<file path="src/rtl/mult_datapath_taint_track_word_if.sv">
// Control/data bus between the multiplier FSM (master) and its taint-tracking datapath (slave).
// Optional MULT_DP_SHCOUNT_EN adds shift_count and product_valid.
interface mult_datapath_taint_track_word_if #(
    parameter int unsigned WIDTH = 4
);
    localparam int unsigned CW = $clog2(WIDTH + 2);

    logic [WIDTH-1:0]   multiplicand;
    logic               multiplicand_t;
    logic [WIDTH-1:0]   multiplier;
    logic               multiplier_t;
    logic               mdld;
    logic               mdld_t;
    logic               mrld;
    logic               mrld_t;
    logic               rsclear;
    logic               rsclear_t;
    logic               rsload;
    logic               rsload_t;
    logic               rsshr;
    logic               rsshr_t;
    logic [WIDTH-1:0]   multiplierReg;
    logic               multiplierReg_t;
    logic [2*WIDTH-1:0] product;
    logic               product_t;

`ifdef MULT_DP_SHCOUNT_EN
    logic [CW-1:0]      shift_count;
    logic               product_valid;

    modport master (
        output multiplicand, multiplicand_t, multiplier, multiplier_t,
               mdld, mdld_t, mrld, mrld_t, rsclear, rsclear_t,
               rsload, rsload_t, rsshr, rsshr_t,
        input  multiplierReg, multiplierReg_t, product, product_t,
               shift_count, product_valid
    );

    modport slave (
        input  multiplicand, multiplicand_t, multiplier, multiplier_t,
               mdld, mdld_t, mrld, mrld_t, rsclear, rsclear_t,
               rsload, rsload_t, rsshr, rsshr_t,
        output multiplierReg, multiplierReg_t, product, product_t,
               shift_count, product_valid
    );
`else
    modport master (
        output multiplicand, multiplicand_t, multiplier, multiplier_t,
               mdld, mdld_t, mrld, mrld_t, rsclear, rsclear_t,
               rsload, rsload_t, rsshr, rsshr_t,
        input  multiplierReg, multiplierReg_t, product, product_t
    );

    modport slave (
        input  multiplicand, multiplicand_t, multiplier, multiplier_t,
               mdld, mdld_t, mrld, mrld_t, rsclear, rsclear_t,
               rsload, rsload_t, rsshr, rsshr_t,
        output multiplierReg, multiplierReg_t, product, product_t
    );
`endif
endinterface

</file>
<file path="src/rtl/mult_datapath_taint_track_word.sv">
// Shift-add multiplier datapath with one sticky taint bit per architectural register.
// Optional MULT_DP_SHCOUNT_EN adds a saturating shift counter and product_valid flag.
module mult_datapath_taint_track_word #(
    parameter int unsigned WIDTH = 4
) (
    input  logic clk,
    input  logic rst,
    mult_datapath_taint_track_word_if.slave bus
);
    localparam int unsigned RW = 2 * WIDTH + 1;

    logic [WIDTH-1:0] md;
    logic [WIDTH-1:0] mr;
    logic [RW-1:0]    rs;
    logic             md_t;
    logic             mr_t;
    logic             rs_t;

    logic [WIDTH-1:0] md_next;
    logic [WIDTH-1:0] mr_next;
    logic [RW-1:0]    rs_next;
    logic [WIDTH:0]   sum;
    logic             md_t_next;
    logic             mr_t_next;
    logic             rs_t_next;

    // Next-state for operands, result register and their taints
    always_comb begin
        md_next   = md;
        mr_next   = mr;
        rs_next   = rs;
        sum       = rs[RW-1:WIDTH];
        md_t_next = md_t | bus.mdld_t;
        mr_t_next = mr_t | bus.mrld_t;

        if (bus.mdld) begin
            md_next   = bus.multiplicand;
            md_t_next = bus.multiplicand_t | bus.mdld_t;
        end
        if (bus.mrld) begin
            mr_next   = bus.multiplier;
            mr_t_next = bus.multiplier_t | bus.mrld_t;
        end

        // Add uses the pre-load md; carry lands in the top bit and is absorbed by the shift
        if (bus.rsclear) begin
            rs_next = '0;
        end else begin
            if (bus.rsload) begin
                sum     = rs[RW-1:WIDTH] + (WIDTH+1)'(md);
                rs_next = {sum, rs[WIDTH-1:0]};
            end
            if (bus.rsshr) begin
                rs_next = {1'b0, rs_next[RW-1:1]};
            end
        end

        // Strobe taints flow even when the strobe itself is low
        if (bus.rsclear) begin
            rs_t_next = bus.rsclear_t | bus.rsload_t | bus.rsshr_t;
        end else begin
            rs_t_next = rs_t | (bus.rsload & md_t) | bus.rsload_t
                      | bus.rsshr_t | bus.rsclear_t;
        end
    end

    always_ff @(posedge clk) begin
        if (rst) begin
            md   <= '0;
            mr   <= '0;
            rs   <= '0;
            md_t <= 1'b0;
            mr_t <= 1'b0;
            rs_t <= 1'b0;
        end else begin
            md   <= md_next;
            mr   <= mr_next;
            rs   <= rs_next;
            md_t <= md_t_next;
            mr_t <= mr_t_next;
            rs_t <= rs_t_next;
        end
    end

    assign bus.multiplierReg   = mr;
    assign bus.multiplierReg_t = mr_t;
    assign bus.product         = rs[2*WIDTH-1:0];
    assign bus.product_t       = rs_t;

`ifdef MULT_DP_SHCOUNT_EN
    localparam int unsigned CW = $clog2(WIDTH + 2);

    logic [CW-1:0] cnt;
    logic [CW-1:0] cnt_next;
    logic          valid;

    // Saturating count of right shifts since the last clear
    always_comb begin
        cnt_next = cnt;
        if (bus.rsclear) begin
            cnt_next = '0;
        end else if (bus.rsshr && (cnt != CW'(WIDTH + 1))) begin
            cnt_next = cnt + CW'(1);
        end
    end

    always_ff @(posedge clk) begin
        if (rst) begin
            cnt   <= '0;
            valid <= 1'b0;
        end else begin
            cnt   <= cnt_next;
            valid <= (cnt_next == CW'(WIDTH));
        end
    end

    assign bus.shift_count   = cnt;
    assign bus.product_valid = valid;
`endif

endmodule

</file>
<file path="src/flat_wrapper.sv">
// flat-port wrapper written by rule: the top's interface ports become plain ports
module mult_datapath_taint_track_word_flat 
#(
    parameter int unsigned WIDTH = 4
)
  (clk, rst, bus_multiplicand, bus_multiplicand_t, bus_multiplier, bus_multiplier_t, bus_mdld, bus_mdld_t, bus_mrld, bus_mrld_t, bus_rsclear, bus_rsclear_t, bus_rsload, bus_rsload_t, bus_rsshr, bus_rsshr_t, bus_multiplierReg, bus_multiplierReg_t, bus_product, bus_product_t);
  mult_datapath_taint_track_word_if #(.WIDTH(WIDTH)) bus_i ();
  input  logic clk;
  input  logic rst;
  input wire logic [$bits(bus_i.multiplicand)-1:0] bus_multiplicand;
  input wire logic [$bits(bus_i.multiplicand_t)-1:0] bus_multiplicand_t;
  input wire logic [$bits(bus_i.multiplier)-1:0] bus_multiplier;
  input wire logic [$bits(bus_i.multiplier_t)-1:0] bus_multiplier_t;
  input wire logic [$bits(bus_i.mdld)-1:0] bus_mdld;
  input wire logic [$bits(bus_i.mdld_t)-1:0] bus_mdld_t;
  input wire logic [$bits(bus_i.mrld)-1:0] bus_mrld;
  input wire logic [$bits(bus_i.mrld_t)-1:0] bus_mrld_t;
  input wire logic [$bits(bus_i.rsclear)-1:0] bus_rsclear;
  input wire logic [$bits(bus_i.rsclear_t)-1:0] bus_rsclear_t;
  input wire logic [$bits(bus_i.rsload)-1:0] bus_rsload;
  input wire logic [$bits(bus_i.rsload_t)-1:0] bus_rsload_t;
  input wire logic [$bits(bus_i.rsshr)-1:0] bus_rsshr;
  input wire logic [$bits(bus_i.rsshr_t)-1:0] bus_rsshr_t;
  output wire logic [$bits(bus_i.multiplierReg)-1:0] bus_multiplierReg;
  output wire logic [$bits(bus_i.multiplierReg_t)-1:0] bus_multiplierReg_t;
  output wire logic [$bits(bus_i.product)-1:0] bus_product;
  output wire logic [$bits(bus_i.product_t)-1:0] bus_product_t;
  assign bus_i.multiplicand = bus_multiplicand;
  assign bus_i.multiplicand_t = bus_multiplicand_t;
  assign bus_i.multiplier = bus_multiplier;
  assign bus_i.multiplier_t = bus_multiplier_t;
  assign bus_i.mdld = bus_mdld;
  assign bus_i.mdld_t = bus_mdld_t;
  assign bus_i.mrld = bus_mrld;
  assign bus_i.mrld_t = bus_mrld_t;
  assign bus_i.rsclear = bus_rsclear;
  assign bus_i.rsclear_t = bus_rsclear_t;
  assign bus_i.rsload = bus_rsload;
  assign bus_i.rsload_t = bus_rsload_t;
  assign bus_i.rsshr = bus_rsshr;
  assign bus_i.rsshr_t = bus_rsshr_t;
  assign bus_multiplierReg = bus_i.multiplierReg;
  assign bus_multiplierReg_t = bus_i.multiplierReg_t;
  assign bus_product = bus_i.product;
  assign bus_product_t = bus_i.product_t;
  mult_datapath_taint_track_word #(.WIDTH(WIDTH)) u_core (.clk(clk), .rst(rst), .bus(bus_i));
endmodule
</file>
<file path="config.mk">
export PLATFORM = sky130hd
export DESIGN_NAME = mult_datapath_taint_track_word_flat
export DESIGN_NICKNAME = d
export VERILOG_FILES = /design/src/rtl/mult_datapath_taint_track_word_if.sv /design/src/rtl/mult_datapath_taint_track_word.sv /design/src/flat_wrapper.sv
export SDC_FILE = /design/constraint.sdc
export NUM_CORES = 1
export LEC_CHECK = 0
export CAP_MARGIN = 20
export CORE_MARGIN = 4
export CORE_UTILIZATION = 40
export CTS_CLUSTER_SIZE = 10
export DETAILED_ROUTE_END_ITERATION = 8
export GPL_ROUTABILITY_DRIVEN = 1
export PLACE_DENSITY = 0.77
export SETUP_SLACK_MARGIN = 0.3
export SYNTH_ARGS = -nofsm -noshare
export SYNTH_HDL_FRONTEND = slang
export SYNTH_SLANG_ARGS = --single-unit
</file>
<file path="constraint.sdc">
create_clock -name clk -period 4.9 [get_ports clk]
set_clock_uncertainty 0.1 [all_clocks]
set_input_delay 0.735 -clock clk [delete_from_list [all_inputs] [get_ports clk]]
set_output_delay 0.735 -clock clk [all_outputs]
set_load 0.1 [all_outputs]
</file>
; ---- After elaboration in Yosys (flattened, before gate mapping)
; Cells that the tools add are included.
[totals]
regBits = 20
memories = 0
romBits = 0
latchBits = 0
wordCells = 27
in_bits = 22
ramBits = 0
output_inout_bits = 14
[op_classes]
n_eq_ne = 0
magnitude_cmp = 0
addsub = 1
n_reduce_logical = 2
shift = 0
muxes = 5
div_mod_pow = 0
multipliers = 0
bitwise = 11
[op_table]
columns = operator, n
row1 = $or A1 B1 Y1, 10
row2 = $mux W9, 1
row3 = $mux W8, 1
row4 = $add A5 B4 Y5, 1
row5 = $mux W1, 3
row6 = $reduce_or A3 Y1, 1
row7 = $reduce_or A2 Y1, 1
row8 = $and A1 B1 Y1, 1

; ---- Depth between registers and ports, before layout
[depth]
word_depth = 6
mapped_depth = 6
mapped_depth_nobuf = 6

; ---- Least setup slack after synthesis
; Ideal clock, no wire load.
[synth_path]
kind = reg2out
from = register u_core.rs_t, in the netlist u_core.bus.product_t
to = output bus_product_t
t_arrival_ns = 0.925
path_stages_with_launch = 1
path_buffers = 0
setup_slack_ns = 3.140
t_required_ns = 4.065
path_cell_list = dfxtp_1
[synth_rtl]
columns = element, line_no
row1 = "start, declared", mult_datapath_taint_track_word.sv:17  ; logic rs_t;
row2 = "start signal, assigned", mult_datapath_taint_track_word.sv:81  ; rs_t <= rs_t_next;
row3 = "end, declared", flat_wrapper.sv:27  ; output wire logic [$bits(bus_i.product_t)-1:0] bus_product_t;
; No word-level cell between the ends.

; ---- Worst setup path after layout
[layout_path]
from = register u_core.rs[5]
to = output bus_product[5]
[layout_rtl]
columns = element, line_no
row1 = "start, declared", mult_datapath_taint_track_word.sv:14  ; logic [RW-1:0] rs;
row2 = "start signal, assigned", mult_datapath_taint_track_word.sv:78  ; rs <= rs_next;
row3 = "end, declared", flat_wrapper.sv:26  ; output wire logic [$bits(bus_i.product)-1:0] bus_product;
; No word-level cell between the ends.

==> results.py <==
metrics = {
    "layout": {
        "final_area_sq_um": 1290,
        "fin_util": 0.574,
        "nets": 151,
        "nFillCells": 200,
        "stdcell_count": 151,
        "final_common_cell": "clkdlybuf4s50_1",
        "layout_common_cells": "35 x clkdlybuf4s50_1, 20 x dfxtp_1, 14 x nor2_1",
        "drive_gt1_frac": 0.0894,
        "diodes": 0,
        "syn2layout_area_growth_pct": 35.1,
    },
    "drt": {
        "dr.pass1.iters": 6,
        "vias_per_cell": 5.14,
        "wl_per_cell_microns": 14.0,
        "totalWireLength_microns": 2120,
        "ant_nets": 0,
        "vias": 776,
        "drc": 0,
        "drtIter0Drc": 6,
    },
    "timing": {
        "slew_violations": 0,
        "worstMarginPinSlew_ns": 0.989,
        "finalHoldViolCount": 0,
        "fin_crit_ns": 2.73,
        "setup_violations": 0,
        "period_share": 0.556,
        "rsz0062_at_grt": "no",
        "fmax_mhz": 367,
        "finalSetupTns_ns": 0,
        "slew_headroom": 0.339,
    },
    "pwr": {
        "p_sw_uw": 107,
        "cellLeakagePower_nw": 0.509,
        "seq_power_share": 0.489,
        "p_sw_frac": 0.301,
        "ir_drop_mv": 0.168,
        "comb_power_share": 0.243,
        "power_frac_clock": 0.268,
        "p_int_uw": 249,
        "power_density_nw_per_um2": 275,
        "finalPower_uw": 356,
    },
    "synthesis": {
        "syn_inst": 96,
        "ys_ff_latch": 20,
        "ys_seq_area_frac": 0.418,
        "synth_top_area_cell": "dfxtp_1",
        "ys_warn_count": 0,
        "syn-mean-instance-area_sq_um": 9.98,
        "ys_top_cells_by_area": "dfxtp_1 42%, mux2i_1 10%, buf_4 6.3%",
        "synth_nets": 123,
        "synth_cell_type_count": 29,
        "synth_top_area_frac": 0.418,
        "syn-cell-area_sq_um": 958,
    },
    "clock_tree": {
        "cts_tree": "yes",
        "cts.clk_slew.worst_paths_ns": 0.11,
        "root_buffer": "clkbuf_4",
        "clk_path_buf_depth": 2,
        "post_cts_resized": 0,
        "numCtsBuffers": 3,
        "postCtsSetupBuffers": 0,
        "htreeDepth": 1,
        "insertion_delay_ns": 0.30,
        "clock-sinks": 20,
        "hold_buffers": 0,
    },
    "die": {
        "rows": 17,
        "core_sq_um": 2250,
        "start_util": 0.425,
        "fp.dieH_microns": 57.0,
        "dieArea_sq_um": 3240,
        "io_pins": 36,
        "die_x_microns": 57.0,
    },
    "setup_path": {
        "max_stage_delay_ns": 1.16,
        "slowest_stage": "clkdlybuf4s50_1",
        "required_ns": 4.07,
        "worstPathCellList": "clkdlybuf4s50_1",
        "r2r_slack_ns": 3.05,
        "end_kind": "output pin",
        "critPathTopFamily": "buffers and inverters",
        "start_kind": "flip-flop",
        "worstPathMaxFanout": 4,
        "crit_buf_inv": 1,
        "critPathKind": "flip-flop to output pin",
        "arrival_ns": 1.89,
    },
    "grt": {
        "grt_pass1_wl_microns": 3630,
        "grt-ovfl-total": 0,
        "grt_max_degree": 15,
        "grt_pass1_vias": 825,
        "antenna_found_initial": 0,
        "track_usage": 0.143,
    },
    "outcome": {
        "status": "complete, no violations",
    },
    "run": {
        "cap_violations": 0,
    },
    "placement": {
        "dp_cells": 147,
        "place_congestion": 0.770,
        "dpl.hpwl_microns": 1670,
        "io_buffers": 35,
        "placed_cell_area_sq_um": 1260,
    },
    "worst_hold_path": {
        "hold_path_class": "flip-flop to flip-flop",
    },
}
==> routing by layer <==
| layer | vias up | wire length [microns] | GRT usage |
|---|---|---|---|
| met5 | - | 0 | 0 |
| met4 | 0 | 21 | 0.0861 |
| met3 | 3 | 162 | 0.0452 |
| met2 | 32 | 1140 | 0.250 |
| met1 | 357 | 797 | 0.148 |
| li1 | 384 | - | - |
==> registers in the layout, summed over array words and instances (netlist names) <==
signal                      flops
u_core.md                       4
u_core.bus.multiplierReg        4
u_core.bus.product_t            1
u_core.md_t                     1
u_core.rs                       9
u_core.bus.multiplierReg_t      1
==> worst paths after layout <==
| path | start | endpoint | cells past startpoint |
|---|---|---|---|
| worst max-delay path | u_core.rs[5] | bus_product[5] | 1 |
| worst min-delay path | u_core.rs[3] | u_core.rs[3] | 2 |
| worst max register to register | u_core.rs[4] | u_core.rs[7] | 6 |
| worst min register to register | u_core.rs[3] | u_core.rs[3] | 2 |
==> layout make-up <==
class                      count  area (sq um)  area share
sequential                    20           400       0.309
multi-input combinational     64           473       0.365
clock buffer                   4          36.3      0.0280
timing repair buffer          35           350       0.271
tap                           28          35.0      0.0271
==> power by group through the flow <==
stage / Sequential [mW] / Combinational (mW) / Clock (mW)
3_5_place_dp: 0.178 / 0.0861 / 0
3_3_place_gp: 0.177 / 0.0850 / 0
5_1_grt: 0.175 / 0.0912 / 0.109
6_report: 0.174 / 0.0863 / 0.0956
2_1_floorplan: 0.199 / 0.0366 / 0
4_1_cts: 0.174 / 0.0868 / 0.0999
==> metrics by stage <==
| step | hold WS [ns] | setup slack [ns] |
|---|---|---|
| finish | 0.387 | 2.17 |
| global route | 0.430 | 2.10 |
| CTS | 0.395 | 2.16 |
| detailed placement | 0.374 | 2.51 |
| global placement | 0.370 | 2.54 |
| floorplan | 0.349 | 3.14 |
==> Yosys cell counts, drive strengths merged <==
| master | instances |
|---|---|
| nor2b | 2 |
| mux2i | 10 |
| and4b | 1 |
| nand2 | 6 |
| and2b | 1 |
| a21oi | 2 |
| nor2 | 15 |
| or3 | 1 |
| clkbuf | 1 |
| a211oi | 3 |
| a22o | 3 |
| ha | 4 |
| dfxtp | 20 |
| o21ai | 3 |
| buf | 11 |
| nor4 | 2 |
| o22ai | 4 |
| xnor2 | 2 |
| nor3 | 2 |
| o32ai | 1 |
| fa | 1 |
| and2 | 1 |
==> logic make-up after synthesis <==
| group | count (synthesis) | synth area share |
|---|---|---|
| and+or+nand+nor | 31 | 0.166 |
| DFF | 20 | 0.418 |
| AOI/OAI and AO/OA | 16 | 0.124 |
| buffers and inverters | 12 | 0.0888 |
| muxes | 10 | 0.104 |
| adders and majority gates | 5 | 0.0731 |
| xor gates and xnor gates | 2 | 0.0261 |
Note: power is estimated with default switching activity, not from simulation.
